File: src/rtl/ecc_decode_pipe.sv
// Two-stage multi-lane SECDED decoder with valid/ready flow control,
// saturating error counters and a sticky first-uncorrectable-error log.
module ecc_decode_pipe #(
  parameter int LANES = 2,
  parameter int DW    = 64,
  parameter int PW    = $clog2(1 + DW + $clog2(1 + DW)),
  parameter int TAG_W = 8,
  parameter int CNT_W = 16,
  localparam int CW   = DW + PW + 1,
  localparam int LW   = (LANES > 1) ? $clog2(LANES) : 1
) (
  input  logic                  clk,
  input  logic                  rst,
  input  logic                  in_valid,
  output logic                  in_ready,
  input  logic [LANES*CW-1:0]   in_data,
  input  logic [TAG_W-1:0]      in_tag,
  output logic                  out_valid,
  input  logic                  out_ready,
  output logic [LANES*DW-1:0]   out_data,
  output logic [TAG_W-1:0]      out_tag,
  output logic [LANES-1:0]      out_sbiterr,
  output logic [LANES-1:0]      out_dbiterr,
  input  logic                  clr_cnt,
  output logic [CNT_W-1:0]      sbit_cnt,
  output logic [CNT_W-1:0]      dbit_cnt,
  output logic                  log_valid,
  output logic [TAG_W-1:0]      log_tag,
  output logic [LW-1:0]         log_lane,
  output logic [PW-1:0]         log_syndrome
);

  localparam int NP = DW + PW;

  typedef struct packed {
    logic                valid;
    logic [TAG_W-1:0]    tag;
    logic [LANES-1:0]    pmis;
    logic [LANES*PW-1:0] syn;
    logic [LANES*CW-1:0] cw;
  } s1_t;

  s1_t s1;
  logic [LANES*PW-1:0] s2_syn;
  logic adv, hs;

  assign adv      = ~out_valid | out_ready;
  assign in_ready = adv;
  assign hs       = out_valid & out_ready;

  logic [LANES*PW-1:0] syn_c;
  logic [LANES-1:0]    pmis_c;

  always_comb begin
    syn_c  = '0;
    pmis_c = '0;
    for (int k = 0; k < LANES; k++) begin
      for (int j = 0; j < NP; j++)
        for (int i = 0; i < PW; i++)
          if ((((j + 1) >> i) & 1) != 0)
            syn_c[k*PW+i] ^= in_data[k*CW+j];
      pmis_c[k] = ^in_data[k*CW +: CW];
    end
  end

  logic [LANES*DW-1:0] dat_c;
  logic [LANES-1:0]    sb_c, db_c;
  logic [NP-1:0]       fix;
  logic [PW-1:0]       syn;
  int                  d;

  always_comb begin
    dat_c = '0;
    sb_c  = '0;
    db_c  = '0;
    fix   = '0;
    syn   = '0;
    d     = 0;
    for (int k = 0; k < LANES; k++) begin
      fix = s1.cw[k*CW +: NP];
      syn = s1.syn[k*PW +: PW];
      if (s1.pmis[k]) begin
        if (syn == '0) begin
          sb_c[k] = 1'b1;
        end else if (int'(syn) <= NP) begin
          sb_c[k] = 1'b1;
          fix[syn-1] = ~fix[syn-1];
        end else begin
          db_c[k] = 1'b1;
        end
      end else if (syn != '0) begin
        db_c[k] = 1'b1;
      end
      // data sits at every non-power-of-two position, LSB first
      d = 0;
      for (int j = 0; j < NP; j++)
        if (((j + 1) & j) != 0) begin
          dat_c[k*DW+d] = fix[j];
          d++;
        end
    end
  end

  always_ff @(posedge clk or posedge rst) begin
    if (rst) begin
      s1          <= '0;
      s2_syn      <= '0;
      out_valid   <= 1'b0;
      out_data    <= '0;
      out_tag     <= '0;
      out_sbiterr <= '0;
      out_dbiterr <= '0;
    end else if (adv) begin
      s1.valid    <= in_valid;
      s1.tag      <= in_tag;
      s1.pmis     <= pmis_c;
      s1.syn      <= syn_c;
      s1.cw       <= in_data;
      out_valid   <= s1.valid;
      out_data    <= dat_c;
      out_tag     <= s1.tag;
      out_sbiterr <= s1.valid ? sb_c : '0;
      out_dbiterr <= s1.valid ? db_c : '0;
      s2_syn      <= s1.syn;
    end
  end

  logic [CNT_W:0]   sb_sum, db_sum;
  logic [CNT_W-1:0] sb_sat, db_sat;
  logic [LW-1:0]    err_lane;
  logic [PW-1:0]    err_syn;

  always_comb begin
    sb_sum = {1'b0, sbit_cnt};
    db_sum = {1'b0, dbit_cnt};
    for (int k = 0; k < LANES; k++) begin
      sb_sum += (CNT_W+1)'(out_sbiterr[k]);
      db_sum += (CNT_W+1)'(out_dbiterr[k]);
    end
    sb_sat = sb_sum[CNT_W] ? '1 : sb_sum[CNT_W-1:0];
    db_sat = db_sum[CNT_W] ? '1 : db_sum[CNT_W-1:0];
  end

  always_comb begin
    err_lane = '0;
    err_syn  = '0;
    for (int k = LANES - 1; k >= 0; k--)
      if (out_dbiterr[k]) begin
        err_lane = LW'(k);
        err_syn  = s2_syn[k*PW +: PW];
      end
  end

  always_ff @(posedge clk or posedge rst) begin
    if (rst) begin
      sbit_cnt     <= '0;
      dbit_cnt     <= '0;
      log_valid    <= 1'b0;
      log_tag      <= '0;
      log_lane     <= '0;
      log_syndrome <= '0;
    end else if (clr_cnt) begin
      sbit_cnt  <= '0;
      dbit_cnt  <= '0;
      log_valid <= 1'b0;
    end else if (hs) begin
      sbit_cnt <= sb_sat;
      dbit_cnt <= db_sat;
      if (!log_valid && |out_dbiterr) begin
        log_valid    <= 1'b1;
        log_tag      <= out_tag;
        log_lane     <= err_lane;
        log_syndrome <= err_syn;
      end
    end
  end

endmodule

File: config.mk
export PLATFORM = sky130hd
export DESIGN_NAME = ecc_decode_pipe
export DESIGN_NICKNAME = d
export VERILOG_FILES = /design/src/rtl/ecc_decode_pipe.sv
export SDC_FILE = /design/constraint.sdc
export NUM_CORES = 1
export LEC_CHECK = 0
export BUFFER_PORTS_ARGS = -buffer_cell sky130_fd_sc_hd__buf_2
export CAP_MARGIN = 20
export CORE_ASPECT_RATIO = 0.6
export CORE_MARGIN = 5
export CORE_UTILIZATION = 48
export DETAILED_ROUTE_END_ITERATION = 7
export PLACE_DENSITY = 0.7
export SLEW_MARGIN = 20
export SYNTH_ARGS = -nofsm -noshare
export SYNTH_HDL_FRONTEND = slang
export SYNTH_SLANG_ARGS = --single-unit
File: constraint.sdc
create_clock -name clk -period 42.6 [get_ports clk]
set_clock_uncertainty 0.2 [all_clocks]
set_input_delay 12.78 -clock clk [delete_from_list [all_inputs] [get_ports clk]]
set_output_delay 12.78 -clock clk [all_outputs]
set_load 0.01 [all_outputs]
### Word-level counts from Yosys, hierarchy flattened

Index checks and enable logic that the tools add are counted.
Widths: inputs -> output; s select.

* register bits: 372
* input bits: 157
* output and inout port bits: 191
* logic and storage cells: 505

* add/subtract/negate cells: 6
* order comparisons: 6
* mux-type cells: 45
* bitwise gates (word level): 416
* reductions and logical operators: 15

Operators with widths (count)
* $mux 71: 6
* $xor 1x1->1: 410
* $reduce_xor 72->1: 2
* $bwmux 71: 2
* $mux 16: 6
* $ge 32x1->1 const B: 2
* $lt 32x8->1 const B: 2
* $add 16x1->17: 2
* $add 17x1->17: 2
* $mux 1: 23
* $sub 7x1->8 const B: 2
* $bmux 1 s7: 2
* $demux 1 s7: 2
* $le 7x7->1 const B: 2
* $logic_not 7->1: 2
* $mux 7: 2
* $reduce_bool 7->1: 2
* $mux 2: 2
* $not 1->1: 4
* $reduce_bool 2->1: 2
* $logic_and 1x1->1: 3
* $reduce_and 3->1: 1
* $reduce_and 2->1: 1
* $reduce_or 2->1: 1
* other kinds (3): 3

### Longest topological paths before layout

* depth after elaboration: 35
* depth in mapped cells: 13
* depth with buffers taken out: 10

### Worst setup path before layout

No wires, ideal clock.

* path kind: in2out
* start point: input port out_ready
* end point: output port in_ready
* data arrival time: 13663 ps
* required time: 29620 ps
* setup slack: 15957 ps
* cell stages on the path: 5
* path buffers: 3
* cells stage by stage: nor2b_1 clkbuf_1 inv_1 clkbuf_1 clkbuf_1

* word-level cells in the longest chain between the ends: 1

RTL lines
* from (decl): RTL line 19 `input logic out_ready,`
* $or 1x1->1: RTL line 47 `assign adv = ~out_valid | out_ready;`
* to (decl): RTL line 15 `output logic in_ready,`

No other way between the ends.

### Worst setup path in the final report

Same ends and word-level chain as after synthesis.

==> flow_metrics.py <==
metrics = {
    "grt": {
        "grt-ovfl-total": 0,
        "use_met2_pct": 41.1,
        "met1_usage_pct": 42.5,
        "use_met3_pct": 9.26,
        "first_global_vias": 17709,
        "antenna_found_initial": 8,
        "grt_start_max_net_pins": 122,
        "grt_first_pass_wirelength_um": 107000,
        "gr-max-usage-layer": "met1",
        "grt_use_total_pct": 28.7,
    },
    "cts": {
        "cts_hold_buf": 0,
        "htreeDepth": 2,
        "cts_root_buf": "clkbuf_16",
        "clk_pin_slew_ns": 0.06,
        "clk_latency_ns": 0.54,
        "clk_path_buf_depth": 3,
        "clkSinkCount": 371,
        "cts_setup_buffers": 0,
        "cts_resized": 0,
        "numCtsBuffers": 38,
        "cts_tree": "yes",
    },
    "pwr": {
        "p_sw_mw": 0.671,
        "swShare_pct": 43.7,
        "p_clk_share_pct": 22.0,
        "p_leak_nw": 10.7,
        "p_comb_share_pct": 45.8,
        "ir_worst_vdd_v": 0.0000341,
        "p_per_area_nw_per_um2": 64.1,
        "p_int_mw": 0.863,
        "seqPwrFrac_pct": 32.2,
    },
    "floorplan": {
        "core-area_um2": 42200,
        "floorplan.initialDensity_pct": 48.9,
        "io_pins": 348,
        "die_x_um": 278,
        "die_area_um2": 47500,
        "die_h_um": 171,
        "std_cell_rows": 58,
    },
    "logic_synthesis": {
        "postSynthAreaPerCell_um2": 8.76,
        "ys_ff_latch": 371,
        "syn_area_um2": 20700,
        "synth_seq_area_share_pct": 44.9,
        "synth_top_area_share_pct": 44.9,
        "synth_warnings": 0,
        "synth_edf_count": 0,
        "synthCells": 2361,
        "synth.distinct_cells": 71,
        "postSynth.asyncResetShare_pct": 100,
        "synth_area_leaders": "dfrtp_1 (45%), nand2_1 (13%), xnor2_1 (9.7%), o21ai_0 (4.4%), mux2i_1 (2.9%)",
        "synthesis.nets": 2528,
        "ys.flop_type": "dfrtp_1",
        "synth_area_leader_cell": "dfrtp_1",
    },
    "setup_path": {
        "timing.critical_path.cells": "buf_2 > nor2b_4 > inv_8 > buf_2",
        "worst_path_max_delay_cell": "inv_8",
        "crit_buf_inv": 3,
        "crit_family": "buffers and inverters",
        "cp_max_fo": 72,
        "end_kind": "output port",
        "critPathKind": "in -> out",
        "crit_required_ns": 29.62,
        "critPathLaunchType": "input pin",
        "max_stage_delay_ns": 0.28,
        "critical_path_arrival_ns": 13.47,
        "cp_common_cell": "buf_2",
    },
    "sta": {
        "min_period_ns": 26.45,
        "finalSetupTns_ns": 0,
        "fmaxAchievable_mhz": 37.8,
        "report.final.slew_viol_count": 0,
        "worst_pin_slew_ns": 1.13,
        "final_hold_viol_count": 0,
        "relSlewSlack_pct": 22.6,
        "period_share_pct": 62.1,
        "grt_setup_unrepaired": "no",
        "setup_viol": 0,
    },
    "placement": {
        "io_buffers": 347,
        "gp_congestion": 0.976,
        "dp_hpwl_um": 51100,
        "placed_cell_area_um2": 22600,
    },
    "final_layout": {
        "drive_gt1_share_pct": 17.7,
        "final_nets": 2784,
        "syn_to_final_growth_pct": 15.7,
        "mostFrequentLayoutCells": "nand2_1 (706), dfrtp_1 (371), buf_2 (347)",
        "fin_area_um2": 23900,
        "layout_commonest_cell": "nand2_1",
    },
    "drt": {
        "vias_per_cell": 5.78,
        "drt_first_pass_iters": 5,
        "vias": 18557,
        "drt_wl_total_um": 70500,
        "route.antenna.remaining_nets": 0,
        "drc": 0,
        "first_iter_violations": 2591,
        "wire_per_inst_um": 22.0,
    },
    "min_path": {
        "hold_path_class": "reg -> reg",
    },
    "job": {
        "drv_cap": 0,
    },
    "status": {
        "status": "completed",
    },
}
routing by layer:
layer / up-vias / share of wire [%]
li1: 8452 / -
met1: 9054 / 44
met2: 919 / 42
met3: 126 / 12
met4: 6 / 2.1
met5: - / 0.065
worst paths after layout:
check / endpoint / from / cells past startpoint / slack, ns
hold / removal: s1[103] / s1[103] / 2 / 0.27
setup / recovery: in_ready / out_ready / 4 / 16.15
setup reg to reg: out_data[66] / s1[151] / 9 / 37.48
hold reg to reg: s1[103] / s1[103] / 2 / 0.27
max in group asynchronous: out_data[55] / rst / 4 / 27.71
min in group asynchronous: out_tag[0] / rst / 2 / 12.22
power groups by stage:
| stage | clock [mW] | combinational (mW) | sequential [mW] |
|---|---|---|---|
| 2_1_floorplan | 0 | 0.464 | 0.482 |
| 3_3_place_gp | 0 | 0.663 | 0.493 |
| 3_5_place_dp | 0 | 0.675 | 0.498 |
| 4_1_cts | 0.343 | 0.679 | 0.492 |
| 5_1_grt | 0.359 | 0.749 | 0.503 |
| 6_report | 0.337 | 0.703 | 0.494 |
flip-flops by register name, indices dropped and copies added (netlist names):
register and flops:
log_lane 1, out_tag 8, sbit_cnt 16, dbit_cnt 16, log_tag 8, out_data 128, log_valid 1, s1 167
out_sbiterr 2, out_valid 1, out_dbiterr 2, log_syndrome 7, s2_syn 14
area by class of cell:
class / instances / area [um2]
fill: 3883 / 18300
multi-input combinational: 1814 / 10700
sequential: 371 / 9280
timing repair buffer: 367 / 1910
clock buffer: 53 / 1140
tap: 570 / 713
inverter: 25 / 109
clock inverter: 8 / 71.3
antenna: 2 / 5.00
logic make-up (layout without fill, tap and decap cells):
group,Yosys count,after routing,share of synthesized area (%)
simple gates,1027,1027,20.9
compound gates,410,410,12.5
flops,371,371,44.9
xor+xnor,285,285,12.7
buf+inv,176,453,3.57
mux,82,82,4.72
fa+ha+maj,10,10,0.678
other cells,0,2,0
worst reg2reg max path: stages (launching register included):
cell and delay [ns]:
dfrtp_1 0.88, inv_2 0.44, ha_1 0.56, inv_1 0.67
mux4_2 0.61, mux2i_1 0.89, nand2b_1 0.12, a31o_2 0.34
o211ai_1 0.19, o21a_1 0.16
synth_stat cells (all sizes together) (13+ instances only):
master	count
buf	29
nand4	19
a21oi	25
nand3	36
clkbuf	122
and3	15
dfrtp	371
xnor2	229
a211oi	23
o21a	36
o22ai	41
nor3	48
xor2	47
o21ai	190
o311ai	22
inv	25
nor2	131
a32oi	13
o211ai	15
mux2i	60
nand2	706
per-stage QoR:
stage	setup slack [ns]	power (mW)	instances	hold WS (ns)	utilization [%]
2_1_floorplan	15.96	0.947	2361	0.234	-
3_3_place_gp	16.14	1.16	3143	0.250	53.6
3_5_place_dp	16.15	1.17	3143	0.255	53.6
4_1_cts	16.14	1.51	3204	0.268	56.5
6_report	16.15	1.53	3210	0.269	56.6
5_1_grt	16.09	1.61	3210	0.294	56.6
Note: power is estimated with default switching activity, not from simulation.
